`src/rtl/ripple_pkg.sv`:
```
// Shared definitions for the ripple counter sampler.
//   RIPPLE_WIDTH    - default width of the ripple counter being sampled
//   SYNC_STAGES_MIN - shallowest synchroniser chain that is safe to use
//   buf_state_t     - one-entry output buffer state
package ripple_pkg;

    localparam int RIPPLE_WIDTH    = 4;
    localparam int SYNC_STAGES_MIN = 2;

    typedef enum logic {
        EMPTY = 1'b0,
        FULL  = 1'b1
    } buf_state_t;

endpackage

```
`src/rtl/ripple_count_sync.sv`:
```
// Multi-bit flop chain bringing the raw ripple count into the clk domain.
// Bits may land on different edges while the counter ripples; the stability
// filter downstream rejects those skewed words, so no per-bit handshake is needed.
//   clk   - system clock, rising edge
//   rst   - asynchronous active-high reset, clears every stage
//   d     - raw asynchronous count
//   q     - final synchroniser stage (s_sync)
module count_sync #(
    parameter int WIDTH       = 4,
    parameter int SYNC_STAGES = 2
) (
    input  logic             clk,
    input  logic             rst,
    input  logic [WIDTH-1:0] d,
    output logic [WIDTH-1:0] q
);

    logic [SYNC_STAGES-1:0][WIDTH-1:0] chain;

    always_ff @(posedge clk or posedge rst) begin
        if (rst) begin
            chain <= '0;
        end else begin
            chain[0] <= d;
            for (int i = 1; i < SYNC_STAGES; i++)
                chain[i] <= chain[i-1];
        end
    end

    assign q = chain[SYNC_STAGES-1];

endmodule

```
`src/rtl/ripple_count_sampler.sv`:
```
// Samples a free-running ripple counter, discards transient ripple values and
// hands each settled count change to a consumer through a one-entry buffer.
//   clk, rst      - system clock (rising) / asynchronous active-high reset
//   cnt_in        - raw ripple counter output, asynchronous to clk
//   cmp_val       - quasi-static compare value
//   out_ready     - consumer accepts the buffered entry
//   clr_overrun   - clears the sticky overrun flag
//   out_valid     - buffered entry present
//   out_count     - settled count
//   out_delta     - count advance since the previous committed value (mod 2^WIDTH)
//   out_wrap      - settled count is below the previous committed value
//   match         - one-cycle pulse when a loaded count equals cmp_val
//   overrun       - sticky: a settled change was held off by a stalled full buffer
module ripple_count_sampler
    import ripple_pkg::*;
#(
    parameter int WIDTH         = RIPPLE_WIDTH,
    parameter int SYNC_STAGES   = SYNC_STAGES_MIN,
    parameter int STABLE_CYCLES = 2
) (
    input  logic             clk,
    input  logic             rst,
    input  logic [WIDTH-1:0] cnt_in,
    input  logic [WIDTH-1:0] cmp_val,
    input  logic             out_ready,
    input  logic             clr_overrun,
    output logic             out_valid,
    output logic [WIDTH-1:0] out_count,
    output logic [WIDTH-1:0] out_delta,
    output logic             out_wrap,
    output logic             match,
    output logic             overrun
);

    localparam int            RW      = $clog2(STABLE_CYCLES + 1);
    localparam logic [RW-1:0] RUN_MAX = RW'(STABLE_CYCLES);

    logic [WIDTH-1:0] s_sync;
    logic [WIDTH-1:0] s_prev;
    logic [WIDTH-1:0] last_cnt;
    logic [RW-1:0]    run_q, run_d;
    logic             commit;
    logic             load;
    logic             blocked;
    buf_state_t       state_q, state_d;

    count_sync #(
        .WIDTH       (WIDTH),
        .SYNC_STAGES (SYNC_STAGES)
    ) u_sync (
        .clk (clk),
        .rst (rst),
        .d   (cnt_in),
        .q   (s_sync)
    );

    // The run counts edges at which s_sync repeats its previous value. The
    // commit decision uses the post-edge run value so a count settled before
    // edge 0 commits at edge SYNC_STAGES+STABLE_CYCLES.
    always_comb begin
        run_d = run_q;
        if (s_sync != s_prev)
            run_d = '0;
        else if (run_q != RUN_MAX)
            run_d = run_q + RW'(1);
    end

    // The run saturates, so a held-off commit stays pending until the buffer
    // can take it and then carries the delta over every missed count.
    assign commit = (run_d == RUN_MAX) && (s_sync != last_cnt);

    always_ff @(posedge clk or posedge rst) begin
        if (rst) begin
            s_prev <= '0;
            run_q  <= '0;
        end else begin
            s_prev <= s_sync;
            run_q  <= run_d;
        end
    end

    // Buffer FSM: next state and load/blocked decisions.
    always_comb begin
        state_d = state_q;
        load    = 1'b0;
        blocked = 1'b0;
        case (state_q)
            EMPTY: begin
                if (commit) begin
                    load    = 1'b1;
                    state_d = FULL;
                end
            end
            FULL: begin
                if (out_ready) begin
                    if (commit)
                        load = 1'b1;     // back-to-back reload, no bubble
                    else
                        state_d = EMPTY;
                end else if (commit) begin
                    blocked = 1'b1;      // entry must stay stable while stalled
                end
            end
            default: state_d = EMPTY;
        endcase
    end

    always_ff @(posedge clk or posedge rst) begin
        if (rst)
            state_q <= EMPTY;
        else
            state_q <= state_d;
    end

    assign out_valid = (state_q == FULL);

    // Entry fields and last_cnt only advance on an actual load, so a blocked
    // commit leaves last_cnt at the value the consumer last saw.
    always_ff @(posedge clk or posedge rst) begin
        if (rst) begin
            out_count <= '0;
            out_delta <= '0;
            out_wrap  <= 1'b0;
            last_cnt  <= '0;
        end else if (load) begin
            out_count <= s_sync;
            out_delta <= WIDTH'(s_sync - last_cnt);
            out_wrap  <= (s_sync < last_cnt);
            last_cnt  <= s_sync;
        end
    end

    always_ff @(posedge clk or posedge rst) begin
        if (rst)
            match <= 1'b0;
        else
            match <= load && (s_sync == cmp_val);
    end

    // Set has priority over clear.
    always_ff @(posedge clk or posedge rst) begin
        if (rst)
            overrun <= 1'b0;
        else if (blocked)
            overrun <= 1'b1;
        else if (clr_overrun)
            overrun <= 1'b0;
    end

endmodule

```
`config.mk`:
```
export PLATFORM = sky130hd
export DESIGN_NAME = ripple_count_sampler
export DESIGN_NICKNAME = d
export VERILOG_FILES = /design/src/rtl/ripple_pkg.sv /design/src/rtl/ripple_count_sync.sv /design/src/rtl/ripple_count_sampler.sv
export SDC_FILE = /design/constraint.sdc
export NUM_CORES = 1
export LEC_CHECK = 0
export BUFFER_PORTS_ARGS = -buffer_cell sky130_fd_sc_hd__buf_2
export CORE_MARGIN = 5
export CORE_UTILIZATION = 30
export CTS_BUF_LIST = sky130_fd_sc_hd__clkbuf_16
export DETAILED_ROUTE_END_ITERATION = 8
export SETUP_SLACK_MARGIN = 0.05
export SLEW_MARGIN = 10
export SYNTH_ARGS = -nofsm -noshare
export SYNTH_HDL_FRONTEND = slang
export SYNTH_SLANG_ARGS = --single-unit
export TNS_END_PERCENT = 1
```
`constraint.sdc`:
```
create_clock -name clk -period 4.6 [get_ports clk]
set_clock_uncertainty 0.2 [all_clocks]
set_input_delay 0.46 -clock clk [delete_from_list [all_inputs] [get_ports clk]]
set_output_delay 0.46 -clock clk [all_outputs]
set_load 0.05 [all_outputs]
```
[Word-level counts from Yosys, hierarchy flattened]
Cells that the tools add are included.
W data, S select, Z words.
Cells by class
  add/sub/neg operators: 2
  $lt $le $gt $ge: 1
  equality and inequality tests: 5
  multiplexer cells: 11
  bitwise logic cells: 1
  reduce and logical (&&, ||, !) cells: 3
Operator list (count)
  $ne A4 B4 Y1: 2
  $mux W1: 7
  $eq A4 B4 Y1: 1
  $lt A4 B4 Y1: 1
  $mux W2: 2
  $pmux W1 S2: 2
  $sub A4 B4 Y4: 1
  $add A2 B1 Y2 const B: 1
  $eq A2 B2 Y1 const B: 1
  $logic_and A1 B1 Y1: 2
  $ne A2 B2 Y1 const B: 1
  $reduce_bool A2 Y1: 1
  $not A1 Y1: 1
Storage, ports and cells
  flip-flop bits (word level): 26
  bits of input ports: 12
  output and inout bits: 12

[Longest topological paths before layout]
  word-level depth: 9
  depth in mapped cells: 7
  depth with buffers taken out: 7

[By module]
A second synthesis with hierarchy kept.
Unflattened totals
  cells, all modules: 86
  area total of the unflattened synthesis: 1167.4 µm²
By module, submodules not included
  ripple_count_sampler: times used 1, cells an instance 73, area each 933.4 µm², seq. area each 450.4 µm²
  count_sync: times used 1, cells an instance 13, area each 234.0 µm², seq. area each 200.2 µm²

[Worst setup path before layout]
OpenSTA, ideal clock, no wires.
  kind: register -> register
  start: reg last_cnt[2]
  end: reg last_cnt[0]
  arrival: 2085 ps
  data required time: 4275 ps
  setup slack: 2190 ps
  stages on the path, launching flop included: 7
  buffers on the path: 0
  cells stage by stage: dfrtp_1 inv_1 ha_1 a41oi_1 nand4_4 nor2_8 mux2_4
Between the ends
  word-level cells in the longest chain between the ends: 5
Ends and longest elaborated chain
  start: declaration: line ripple_count_sampler.sv:40  | logic [WIDTH-1:0] last_cnt;
  start signal: assignment: line ripple_count_sampler.sv:129  | last_cnt <= s_sync;
  $ne A4 B4 Y1 (*): line ripple_count_sampler.sv:70  | assign commit = (run_d == RUN_MAX) && (s_sync != last_cnt);
  $logic_and A1 B1 Y1 (*): line ripple_count_sampler.sv:70
  $mux W1 (*): line ripple_count_sampler.sv:89, ripple_count_sampler.sv:96
  $mux W1: line ripple_count_sampler.sv:95  | if (out_ready) begin
  $pmux W1 S2 (*): line ripple_count_sampler.sv:87  | case (state_q)
Mark *: on every way between the ends. The rest lies on a longest branch, timed or not.
A chain may end at the register's enable or synchronous reset.

[Final worst setup path]
  start: reg u_sync.chain (netlist bit u_sync.q[2])
  end: reg out_wrap
Between the ends
  word-level cells in the longest chain between the ends: 7
Ends and longest elaborated chain
  start: declaration: line ripple_count_sync.sv:18  | logic [SYNC_STAGES-1:0][WIDTH-1:0] chain;
  start signal: indexed assignment: line ripple_count_sync.sv:26  | chain[i] <= chain[i-1];
  $ne A4 B4 Y1: line ripple_count_sampler.sv:62  | if (s_sync != s_prev)
  $mux W2: line ripple_count_sampler.sv:62
  $eq A2 B2 Y1: line ripple_count_sampler.sv:70
  $logic_and A1 B1 Y1: line ripple_count_sampler.sv:70
  $mux W1: line ripple_count_sampler.sv:89, ripple_count_sampler.sv:96
  $mux W1: line ripple_count_sampler.sv:95
  $pmux W1 S2: line ripple_count_sampler.sv:87
  end signal: assignment: line ripple_count_sampler.sv:128  | out_wrap <= (s_sync < last_cnt);
  end: declaration: line ripple_count_sampler.sv:30  | output logic out_wrap,
Parallel ways exist; a longest one is shown, timed or not.

==> impl_metrics.py <==
metrics = {
    "status": {
        "status": "complete, no violations",
    },
    "route": {
        "post_drt_wl_per_cell_um": 12.9,
        "drt_iter0_drc": 3,
        "dr.pass1.iters": 2,
        "ant_nets": 0,
        "avgViaCountPerCell": 4.35,
        "drc_errors": 0,
        "vias": 678,
        "wirelength_mm": 2.01,
    },
    "global_route": {
        "grt_overflow_total": 0,
        "track_usage_pct": 8.70,
        "grt_pass1_vias": 753,
        "grt_antenna_before_repair": 0,
        "grt_max_degree": 27,
        "grt_pass1_wl_mm": 3.46,
    },
    "floorplanning": {
        "start_util_pct": 31.0,
        "rows": 22,
        "design.core.area_um2": 3660,
        "dieArea_um2": 5110,
        "die_h_um": 71.5,
        "top_level_ports": 24,
        "die_w_um": 71.5,
    },
    "logic_synthesis": {
        "async_reset_ff_share_pct": 100,
        "syn_inst": 81,
        "yosysMostFrequentCell": "dfrtp_1",
        "synth_nets": 99,
        "yosysWarnings": 0,
        "ys_ff_latch": 26,
        "yosysSeqAreaShare_pct": 57.4,
        "synth_area_leaders": "dfrtp_1 (57%), mux2_4 (11%), ha_1 (5.5%)",
        "synth_ff_type": "dfrtp_1",
        "mappedNetlistArea_um2": 1130,
        "avgSynthCellArea_um2": 14.0,
        "synth_edf_count": 0,
        "synth.top_cells.by_count": "dfrtp_1 (26), inv_1 (9), mux2_4 (8)",
        "synth_top_area_share_pct": 57.4,
        "ys_types": 24,
        "yosys.area.top_type": "dfrtp_1",
    },
    "clock_network": {
        "cts.sinks": 26,
        "cts_resized": 0,
        "cts_inserted_buffers": 3,
        "cts.htree.levels": 1,
        "insertion_delay_ns": 0.26,
        "ctsHoldBuffers": 0,
        "cts_tree": "yes",
        "postCtsSetupRepairBufs": 0,
        "cts_root_buf": "clkbuf_16",
        "cts_buffer_depth": 2,
        "clkSlewWorstSetupHoldPaths_ns": 0.07,
    },
    "timing": {
        "setup_viol": 0,
        "drv_slew": 0,
        "fmax_mhz": 440,
        "worst_pin_slew_ns": 0.945,
        "hold_viol": 0,
        "slew_headroom_pct": 36.9,
        "min_period_over_period_pct": 49.4,
        "fin_crit_ns": 2.27,
        "fin_setup_tns_ns": 0,
        "rsz0062_at_grt": "no",
    },
    "final_layout": {
        "fillers": 355,
        "areaGrowthSynthToFinish_pct": 24.7,
        "finalNetCount": 127,
        "instances_no_fill": 156,
        "drive_gt1_share_pct": 35.2,
        "n_antenna_cell": 0,
    },
    "critical_path": {
        "endpoint_kind": "flip-flop",
        "critPathArrivalTime_ns": 2.22,
        "critPathKind": "reg2reg",
        "startpoint": "u_sync.q[2]",
        "reg2reg_slack_ns": 2.33,
        "reg2reg_from": "u_sync.q[2]",
        "cp-start-kind": "flip-flop",
        "cp.required_ns": 4.55,
        "r2r_cells": 5,
        "timing.rr.end": "out_wrap",
        "critPathMaxFanout": 8,
    },
    "worst_hold_path": {
        "min_path_cells": 1,
        "min-delay-start": "cnt_in[2]",
        "min_path_type": "in2reg",
        "hold-path-endpoint": "u_sync.chain[2]",
    },
    "place": {
        "dp_cells": 152,
        "hpwl_mm": 1.51,
        "portBuffers": 23,
        "globalplace.congestion": 0.742,
    },
    "power_and_ir_drop": {
        "p_leak_uw": 0.000711,
        "p_per_area_nw_per_um2": 383,
        "power_uw": 541,
        "ir_drop_uv": 222,
    },
    "job": {
        "drv_cap": 0,
    },
}
## logic make-up after synthesis
group,count (synthesis),synth area share [%]
AO/OA/AOI/OAI,8,4.42
XOR/XNOR,10,7.73
adder cells (fa/ha/maj),6,7.28
buffers and inverters,9,2.98
flip-flops,26,57.4
multiplexers,8,10.6
AND/OR/NAND/NOR,14,9.60
## layout by cell type (no fill, tap or decap)
cell type	n
nand3_1	1
o21ai_0	2
ha_1	5
bufinv_16	1
clkbuf_16	3
xnor2_1	3
nor2_1	2
nand2b_1	1
fa_1	1
mux2_4	8
xor2_1	7
inv_1	9
buf_2	23
and2_1	1
a21o_1	1
nand2_1	2
nand4_4	1
nand4_1	1
and3_1	2
nor2_8	1
o31ai_1	1
a21oi_1	2
dfrtp_1	26
a41oi_1	1
nor3_1	1
o22ai_1	1
or3b_4	1
## layout make-up
type                    instances  area [um2]  share of cell area [%]
multi-input cells              46         449                    31.8
inverters                       9        33.8                    2.39
clock inverters                 1        30.0                    2.12
well taps                      48        60.1                    4.25
clock buffers                   3        75.1                    5.31
flip-flops and latches         26         651                    46.0
repair buffers                 23         115                    8.14
## sequential cells by signal (all words and copies together), names as in the netlist
| register | cells |
|---|---|
| match | 1 |
| out_wrap | 1 |
| out_delta | 4 |
| u_sync.chain | 4 |
| last_cnt | 4 |
| run_q | 2 |
| u_sync.q | 4 |
| s_prev | 4 |
| out_valid | 1 |
| overrun | 1 |
## worst max-delay path, cell delays in order (launching register included)
cell and delay (ns):
dfrtp_1 0.45, ha_1 0.38, a41oi_1 0.35, nand4_4 0.20, nor2_8 0.24, mux2_4 0.32
## layer usage
metal	GRT usage [%]	share of wire, %	routed length [um]	vias to the layer above
met3	2.38	3.9	79	6
met4	5.01	2.2	44	0
met1	10.4	42	854	333
li1	-	-	-	324
met5	0	0	0	-
met2	14.0	51	1030	15
## worst max-delay path by stage
stage	endpoint	slack (ns)	cells after the start
6_report	out_wrap	2.33	5
5_1_grt	out_delta[1]	2.20	5
4_1_cts	out_wrap	2.31	5
3_5_place_dp	out_delta[2]	2.33	5
3_3_place_gp	out_delta[3]	2.36	5
2_1_floorplan	last_cnt[0]	2.19	6
## metrics by stage
stage / hold WS [ns] / setup WS [ns] / util, % / cell area, um2
finish: 0.101 / 2.33 / 38.6 / 1410
floorplan: 0.131 / 2.19 / - / 1130
global route: 0.0971 / 2.20 / 38.6 / 1410
CTS: 0.0970 / 2.31 / 38.6 / 1410
global placement: 0.133 / 2.36 / 35.7 / 1310
detailed placement: 0.135 / 2.33 / 35.7 / 1310
## where the power goes
group	switching, uW	internal [uW]	total [uW]
registers	6.36	237	243
clock network	78.4	173	252
logic	28.2	18.1	46.3
total	113	428	541
(Power assumes the default switching activity.)
